<file path="config.mk">
export PLATFORM = sky130hd
export DESIGN_NAME = interrupt_controller_flat
export DESIGN_NICKNAME = d
export VERILOG_FILES = /design/src/rtl/interrupt_controller_if.sv /design/src/rtl/interrupt_controller.sv /design/src/flat_wrapper.sv
export SDC_FILE = /design/constraint.sdc
export NUM_CORES = 1
export LEC_CHECK = 0
export ABC_CLOCK_PERIOD_IN_PS = 1300
export CORE_MARGIN = 2
export CORE_UTILIZATION = 35
export CTS_CLUSTER_SIZE = 28
export DETAILED_ROUTE_END_ITERATION = 8
export PLACE_DENSITY_LB_ADDON = 0.15
export SYNTH_ARGS = -nofsm -noshare
export SYNTH_HDL_FRONTEND = slang
export SYNTH_SLANG_ARGS = --single-unit
</file>
<file path="constraint.sdc">
create_clock -name clk -period 1.3 [get_ports clk]
set_input_delay 0.26 -clock clk [delete_from_list [all_inputs] [get_ports clk]]
set_output_delay 0.26 -clock clk [all_outputs]
set_load 0.1 [all_outputs]
</file>
<file path="src/rtl/interrupt_controller_if.sv">
// Signal bundle between the interrupt controller and the CPU.
// The CPU side drives the request inputs and the controller drives the status outputs.
interface interrupt_controller_if;
    logic [3:0]  hardInterrupt;
    logic        maskWe;
    logic [3:0]  maskIn;
    logic [3:0]  maskOut;
    logic        irqReq;
    logic        irqAck;
    logic        iret;
    logic [1:0]  irqId;
    logic [19:0] irqVector;
    logic [3:0]  pending;
    logic        inService;

    modport master (
        output hardInterrupt,
        output maskWe,
        output maskIn,
        output irqAck,
        output iret,
        input  maskOut,
        input  irqReq,
        input  irqId,
        input  irqVector,
        input  pending,
        input  inService
    );

    modport slave (
        input  hardInterrupt,
        input  maskWe,
        input  maskIn,
        input  irqAck,
        input  iret,
        output maskOut,
        output irqReq,
        output irqId,
        output irqVector,
        output pending,
        output inService
    );
endinterface

</file>
<file path="src/rtl/interrupt_controller.sv">
// Vectored 4-line interrupt controller: synchronized edge latching, fixed
// priority grant (line 0 highest) and a non-nesting request/service handshake.
module interrupt_controller #(
    parameter logic [19:0] VECTOR_BASE   = 20'h00100,
    parameter logic [19:0] VECTOR_STRIDE = 20'h00010,
    parameter logic [3:0]  MASK_RESET    = 4'hF
) (
    input  logic                  clk,
    input  logic                  rstIn,
    interrupt_controller_if.slave bus
);

    typedef enum logic [1:0] {
        IDLE,
        REQ,
        SERVICE
    } state_e;

    state_e      state_q, state_d;
    logic [3:0]  sync1_q, sync1_d;
    logic [3:0]  sync2_q, sync2_d;
    logic [3:0]  edge_q, edge_d;
    logic [1:0]  warm_q, warm_d;
    logic [3:0]  pending_q, pending_d;
    logic [3:0]  mask_q, mask_d;
    logic [1:0]  irq_id_q, irq_id_d;
    logic [19:0] irq_vector_q, irq_vector_d;
    logic        irq_req_q, irq_req_d;
    logic        in_service_q, in_service_d;

    logic [3:0]  rise;
    logic [3:0]  active;
    logic [3:0]  clr;
    logic [1:0]  lowest;

    function automatic logic [19:0] vector_of(input logic [1:0] id);
        return VECTOR_BASE + VECTOR_STRIDE * {18'd0, id};
    endfunction

    // Edges are ignored until the synchronizer holds post-reset samples,
    // so a line already high at reset release is not seen as a rise.
    always_comb begin
        sync1_d = bus.hardInterrupt;
        sync2_d = sync1_q;
        edge_d  = sync2_q;
        warm_d  = (warm_q == 2'd3) ? warm_q : warm_q + 2'd1;
        rise    = (warm_q == 2'd3) ? (sync2_q & ~edge_q) : 4'b0000;
    end

    assign active = pending_q & mask_q;

    always_comb begin
        lowest = 2'd0;
        if (active[0])      lowest = 2'd0;
        else if (active[1]) lowest = 2'd1;
        else if (active[2]) lowest = 2'd2;
        else if (active[3]) lowest = 2'd3;
    end

    always_comb begin
        state_d      = state_q;
        irq_id_d     = irq_id_q;
        irq_vector_d = irq_vector_q;
        clr          = 4'b0000;
        unique case (state_q)
            IDLE: begin
                if (|active) begin
                    state_d      = REQ;
                    irq_id_d     = lowest;
                    irq_vector_d = vector_of(lowest);
                end
            end
            REQ: begin
                if (bus.irqAck) begin
                    state_d = SERVICE;
                    clr     = 4'b0001 << irq_id_q;
                end
            end
            SERVICE: begin
                if (bus.iret) begin
                    state_d = IDLE;
                end
            end
            default: state_d = IDLE;
        endcase
    end

    // A fresh rise wins over an acknowledge clear of the same bit.
    always_comb begin
        pending_d    = (pending_q & ~clr) | rise;
        mask_d       = bus.maskWe ? bus.maskIn : mask_q;
        irq_req_d    = (state_d == REQ);
        in_service_d = (state_d == SERVICE);
    end

    always_ff @(posedge clk or posedge rstIn) begin
        if (rstIn) begin
            state_q      <= IDLE;
            sync1_q      <= 4'b0000;
            sync2_q      <= 4'b0000;
            edge_q       <= 4'b0000;
            warm_q       <= 2'd0;
            pending_q    <= 4'b0000;
            mask_q       <= MASK_RESET;
            irq_id_q     <= 2'd0;
            irq_vector_q <= VECTOR_BASE;
            irq_req_q    <= 1'b0;
            in_service_q <= 1'b0;
        end else begin
            state_q      <= state_d;
            sync1_q      <= sync1_d;
            sync2_q      <= sync2_d;
            edge_q       <= edge_d;
            warm_q       <= warm_d;
            pending_q    <= pending_d;
            mask_q       <= mask_d;
            irq_id_q     <= irq_id_d;
            irq_vector_q <= irq_vector_d;
            irq_req_q    <= irq_req_d;
            in_service_q <= in_service_d;
        end
    end

    assign bus.maskOut   = mask_q;
    assign bus.pending   = pending_q;
    assign bus.irqReq    = irq_req_q;
    assign bus.irqId     = irq_id_q;
    assign bus.irqVector = irq_vector_q;
    assign bus.inService = in_service_q;

endmodule
</file>
<file path="src/flat_wrapper.sv">
// flat-port wrapper written by rule: the top's interface ports become plain ports
module interrupt_controller_flat 
#(
    parameter logic [19:0] VECTOR_BASE   = 20'h00100,
    parameter logic [19:0] VECTOR_STRIDE = 20'h00010,
    parameter logic [3:0]  MASK_RESET    = 4'hF
)
  (clk, rstIn, bus_hardInterrupt, bus_maskWe, bus_maskIn, bus_irqAck, bus_iret, bus_maskOut, bus_irqReq, bus_irqId, bus_irqVector, bus_pending, bus_inService);
  interrupt_controller_if bus_i ();
  input  logic clk;
  input  logic rstIn;
  input wire logic [$bits(bus_i.hardInterrupt)-1:0] bus_hardInterrupt;
  input wire logic [$bits(bus_i.maskWe)-1:0] bus_maskWe;
  input wire logic [$bits(bus_i.maskIn)-1:0] bus_maskIn;
  input wire logic [$bits(bus_i.irqAck)-1:0] bus_irqAck;
  input wire logic [$bits(bus_i.iret)-1:0] bus_iret;
  output wire logic [$bits(bus_i.maskOut)-1:0] bus_maskOut;
  output wire logic [$bits(bus_i.irqReq)-1:0] bus_irqReq;
  output wire logic [$bits(bus_i.irqId)-1:0] bus_irqId;
  output wire logic [$bits(bus_i.irqVector)-1:0] bus_irqVector;
  output wire logic [$bits(bus_i.pending)-1:0] bus_pending;
  output wire logic [$bits(bus_i.inService)-1:0] bus_inService;
  assign bus_i.hardInterrupt = bus_hardInterrupt;
  assign bus_i.maskWe = bus_maskWe;
  assign bus_i.maskIn = bus_maskIn;
  assign bus_i.irqAck = bus_irqAck;
  assign bus_i.iret = bus_iret;
  assign bus_maskOut = bus_i.maskOut;
  assign bus_irqReq = bus_i.irqReq;
  assign bus_irqId = bus_i.irqId;
  assign bus_irqVector = bus_i.irqVector;
  assign bus_pending = bus_i.pending;
  assign bus_inService = bus_i.inService;
  interrupt_controller #(.VECTOR_BASE(VECTOR_BASE), .VECTOR_STRIDE(VECTOR_STRIDE), .MASK_RESET(MASK_RESET)) u_core (.clk(clk), .rstIn(rstIn), .bus(bus_i));
endmodule
</file>
==> flow_metrics.tcl <==
set metrics [dict create \
    grt_pass1_wl_microns 3080 \
    core_sq_mm 0.00328 \
    start_util 0.358 \
    wl_microns 1920 \
    pre_cts_ws_ns -0.102 \
    layout_setup_ws_ns -0.102 \
    avgViaCountPerCell 4.30 \
    nets 141 \
    pin_count 45 \
    p_total_w 0.00450 \
    die_h_microns 61.9 \
    hold_buffers 0 \
    fin_worst_skew_ns 0.00176 \
    r2r_cells 4 \
    cp.arrival_ns 1.14 \
    gr-total-overflow 0 \
    yosys.area_share.simple 0.0799 \
    cpPeakStageDelay_ns 0.66 \
    htree_levels 1 \
    p_leak_nw 0.735 \
    drive_gt1_frac 0.373 \
    timing.final.crit_period_ns 1.40 \
    n_antenna_cell 0 \
    first_pass_iters 4 \
    path_clk_slew_ns 0.14 \
    path_class "reg2out" \
    synth-seq-area-share 0.601 \
    yosys_register_bits 28 \
    r2r-end "u_core.bus.irqId[1]$_DFFE_PP0P_" \
    std_cell_rows 21 \
    status "finished, violations left" \
    muxShareOfSynthArea 0.0564 \
    irDropWorstVdd_mv 1.09 \
    crit_buf_inv 1 \
    gp_congestion 0.787 \
    dpl.hpwl_microns 1450 \
    drv_cap 0 \
    hold_end "u_core.sync1_q[3]$_DFF_PP0_" \
    rsz0062_at_grt "true" \
    required_ns 1.04 \
    finalCritPeriodShare 1.08 \
    ant_nets 0 \
    grt_start_max_net_pins 25 \
    vias 739 \
    r2r_setup_slack_ns -0.07 \
    tritoncts "done" \
    netlist_area_sq_mm 0.00117 \
    io_buffers 26 \
    synthCells 94 \
    wire_per_inst_microns 11.1 \
    synth_fa_ha_area_frac 0.0106 \
    hold_class "in2reg" \
    max_freq_mhz 713 \
    worst-path-max-fanout 2 \
    cts_max_path_buffers 2 \
    synth_top_family_by_area "buffers and inverters" \
    synth_compound_area_frac 0.0852 \
    violations "negative setup slack" \
    final_max_slew_viol_count 0 \
    hp-start "bus_hardInterrupt[3]" \
    synthXorXnorAreaFrac 0.00745 \
    whs_ns 0.365 \
    drc 0 \
    numCtsBuffers 3 \
    cp-start-kind "register" \
    avgSynthCellArea_sq_um 12.5 \
    syn2layout_area_growth_pct 44.4 \
    antenna_found_initial 0 \
    hold_viol_final 0 \
    cp-end-kind "output pin" \
    final_cell_mix "conb_1 (18), dfrtp_1 (18), buf_12 (15), clkdlybuf4s50_1 (12), buf_4 (7)" \
    whs_path_depth 1 \
    cp_cell_sequence "buf_12" \
    grt_use_total 0.110 \
    cpMaxStageDelayCell "dfstp_4" \
    first_iter_violations 8 \
    numClockSinks 28 \
    cts_root_buf "clkbuf_4" \
    insertion_delay_ns 0.31 \
    ys_warn_count 0 \
    die-area_sq_mm 0.00384 \
    power_density_mw_per_mm2 2650 \
    final-setup-viol-count 9 \
    yosysUniqueCellTypes 26 \
    grt_pass1_vias 703 \
    cp_top_family "flip-flops" \
    die_w_microns 61.9 \
    r2r-start "u_core.bus.maskOut[1]$_DFFE_PP1P_" \
]
==> cell type report <==
type | count | area (sq um)
clock buffer | 3 | 22.5
clock inverter | 1 | 30.0
fill | 295 | 1590
inverter | 3 | 11.3
multi-input combinational | 57 | 369
sequential | 28 | 733
tap | 46 | 57.6
timing repair buffer | 34 | 473
==> sequential cells by signal (all words and copies together), names as in the netlist <==
name                  cells
u_core.sync1_q            4
u_core.bus.maskOut        4
u_core.state_q            2
u_core.edge_d             4
u_core.bus.irqReq         1
u_core.edge_q             4
u_core.warm_q             2
u_core.bus.pending        4
u_core.bus.irqId          2
u_core.bus.inService      1
==> logic make-up (layout without fill, tap and decap cells) <==
logic type / count (synthesis) / after routing
adder cells (fa/ha/maj): 1 / 1
AO/OA/AOI/OAI: 14 / 14
multiplexers: 6 / 6
buffers and inverters: 25 / 41
XOR/XNOR: 1 / 1
other: 2 / 18
flip-flops: 28 / 28
AND/OR/NAND/NOR: 17 / 17
==> how the worst max path moves through the flow <==
| stage | start | endpoint | slack [ns] | cells past startpoint |
|---|---|---|---|---|
| after floorplan | u_core.bus.maskOut[0]$_DFFE_PP1P_ | u_core.bus.irqId[1]$_DFFE_PP0P_ | -0.11 | 3 |
| after global placement | bus_irqAck | u_core.bus.pending[0]$_DFF_PP0_ | -0.08 | 4 |
| after detailed placement | bus_irqAck | u_core.bus.pending[0]$_DFF_PP0_ | -0.10 | 4 |
| after CTS | u_core.bus.maskOut[0]$_DFFE_PP1P_ | bus_maskOut[0] | -0.12 | 1 |
| after global routing | u_core.bus.maskOut[1]$_DFFE_PP1P_ | bus_maskOut[1] | -0.16 | 1 |
| final | u_core.bus.maskOut[2]$_DFFE_PP1P_ | bus_maskOut[2] | -0.10 | 1 |
==> per-stage QoR <==
stage,cell area (sq um),cells,TNS [ns],util
final,1700,172,-0.562,0.517
after global placement,1590,163,-0.0788,0.484
after global routing,1700,172,-1.10,0.517
after floorplan,1260,110,-0.326,-
after detailed placement,1590,163,-0.154,0.484
after CTS,1680,172,-0.728,0.511
==> where the power goes <==
| group | switching (W) | leakage [nW] | internal (W) |
|---|---|---|---|
| registers | 0.000281 | 0.308 | 0.00109 |
| logic | 0.00167 | 0.399 | 0.000907 |
| clock network | 0.000238 | 0.0279 | 0.000311 |
| total | 0.00219 | 0.735 | 0.00231 |
==> cells in the mapped netlist, drive strengths merged <==
cell | number | share of area
a211o | 1 | 0.0085
a21oi | 2 | 0.0085
a22oi | 1 | 0.0064
a31o | 1 | 0.0075
a32o | 1 | 0.0085
and4bb | 1 | 0.011
buf | 22 | 0.14
conb | 2 | 0.0064
dfrtp | 24 | 0.51
dfstp | 4 | 0.089
ha | 1 | 0.011
inv | 3 | 0.0096
mux2 | 5 | 0.048
mux2i | 1 | 0.0085
nand2 | 8 | 0.026
nand3b | 3 | 0.019
nand4b | 1 | 0.0075
nor2 | 2 | 0.0064
nor3 | 1 | 0.0043
o21a | 1 | 0.0064
o21ai | 4 | 0.017
o2bb2ai | 1 | 0.0075
o311ai | 2 | 0.015
or2b | 1 | 0.0064
xnor2 | 1 | 0.0075
==> per-layer routing <==
| layer | GRT usage | share of wire |
|---|---|---|
| met5 | 0 | 0 |
| met4 | 0.0182 | 0.0068 |
| met3 | 0.0435 | 0.042 |
| met2 | 0.189 | 0.52 |
| met1 | 0.134 | 0.43 |
==> what timing repair did <==
action	4_1_cts	5_1_grt
setup buffers	6	0
endpoints found under the setup margin	8	11
pin swaps	0	1
gates resized for setup	1	4
Note: power is estimated with default switching activity, not from simulation.
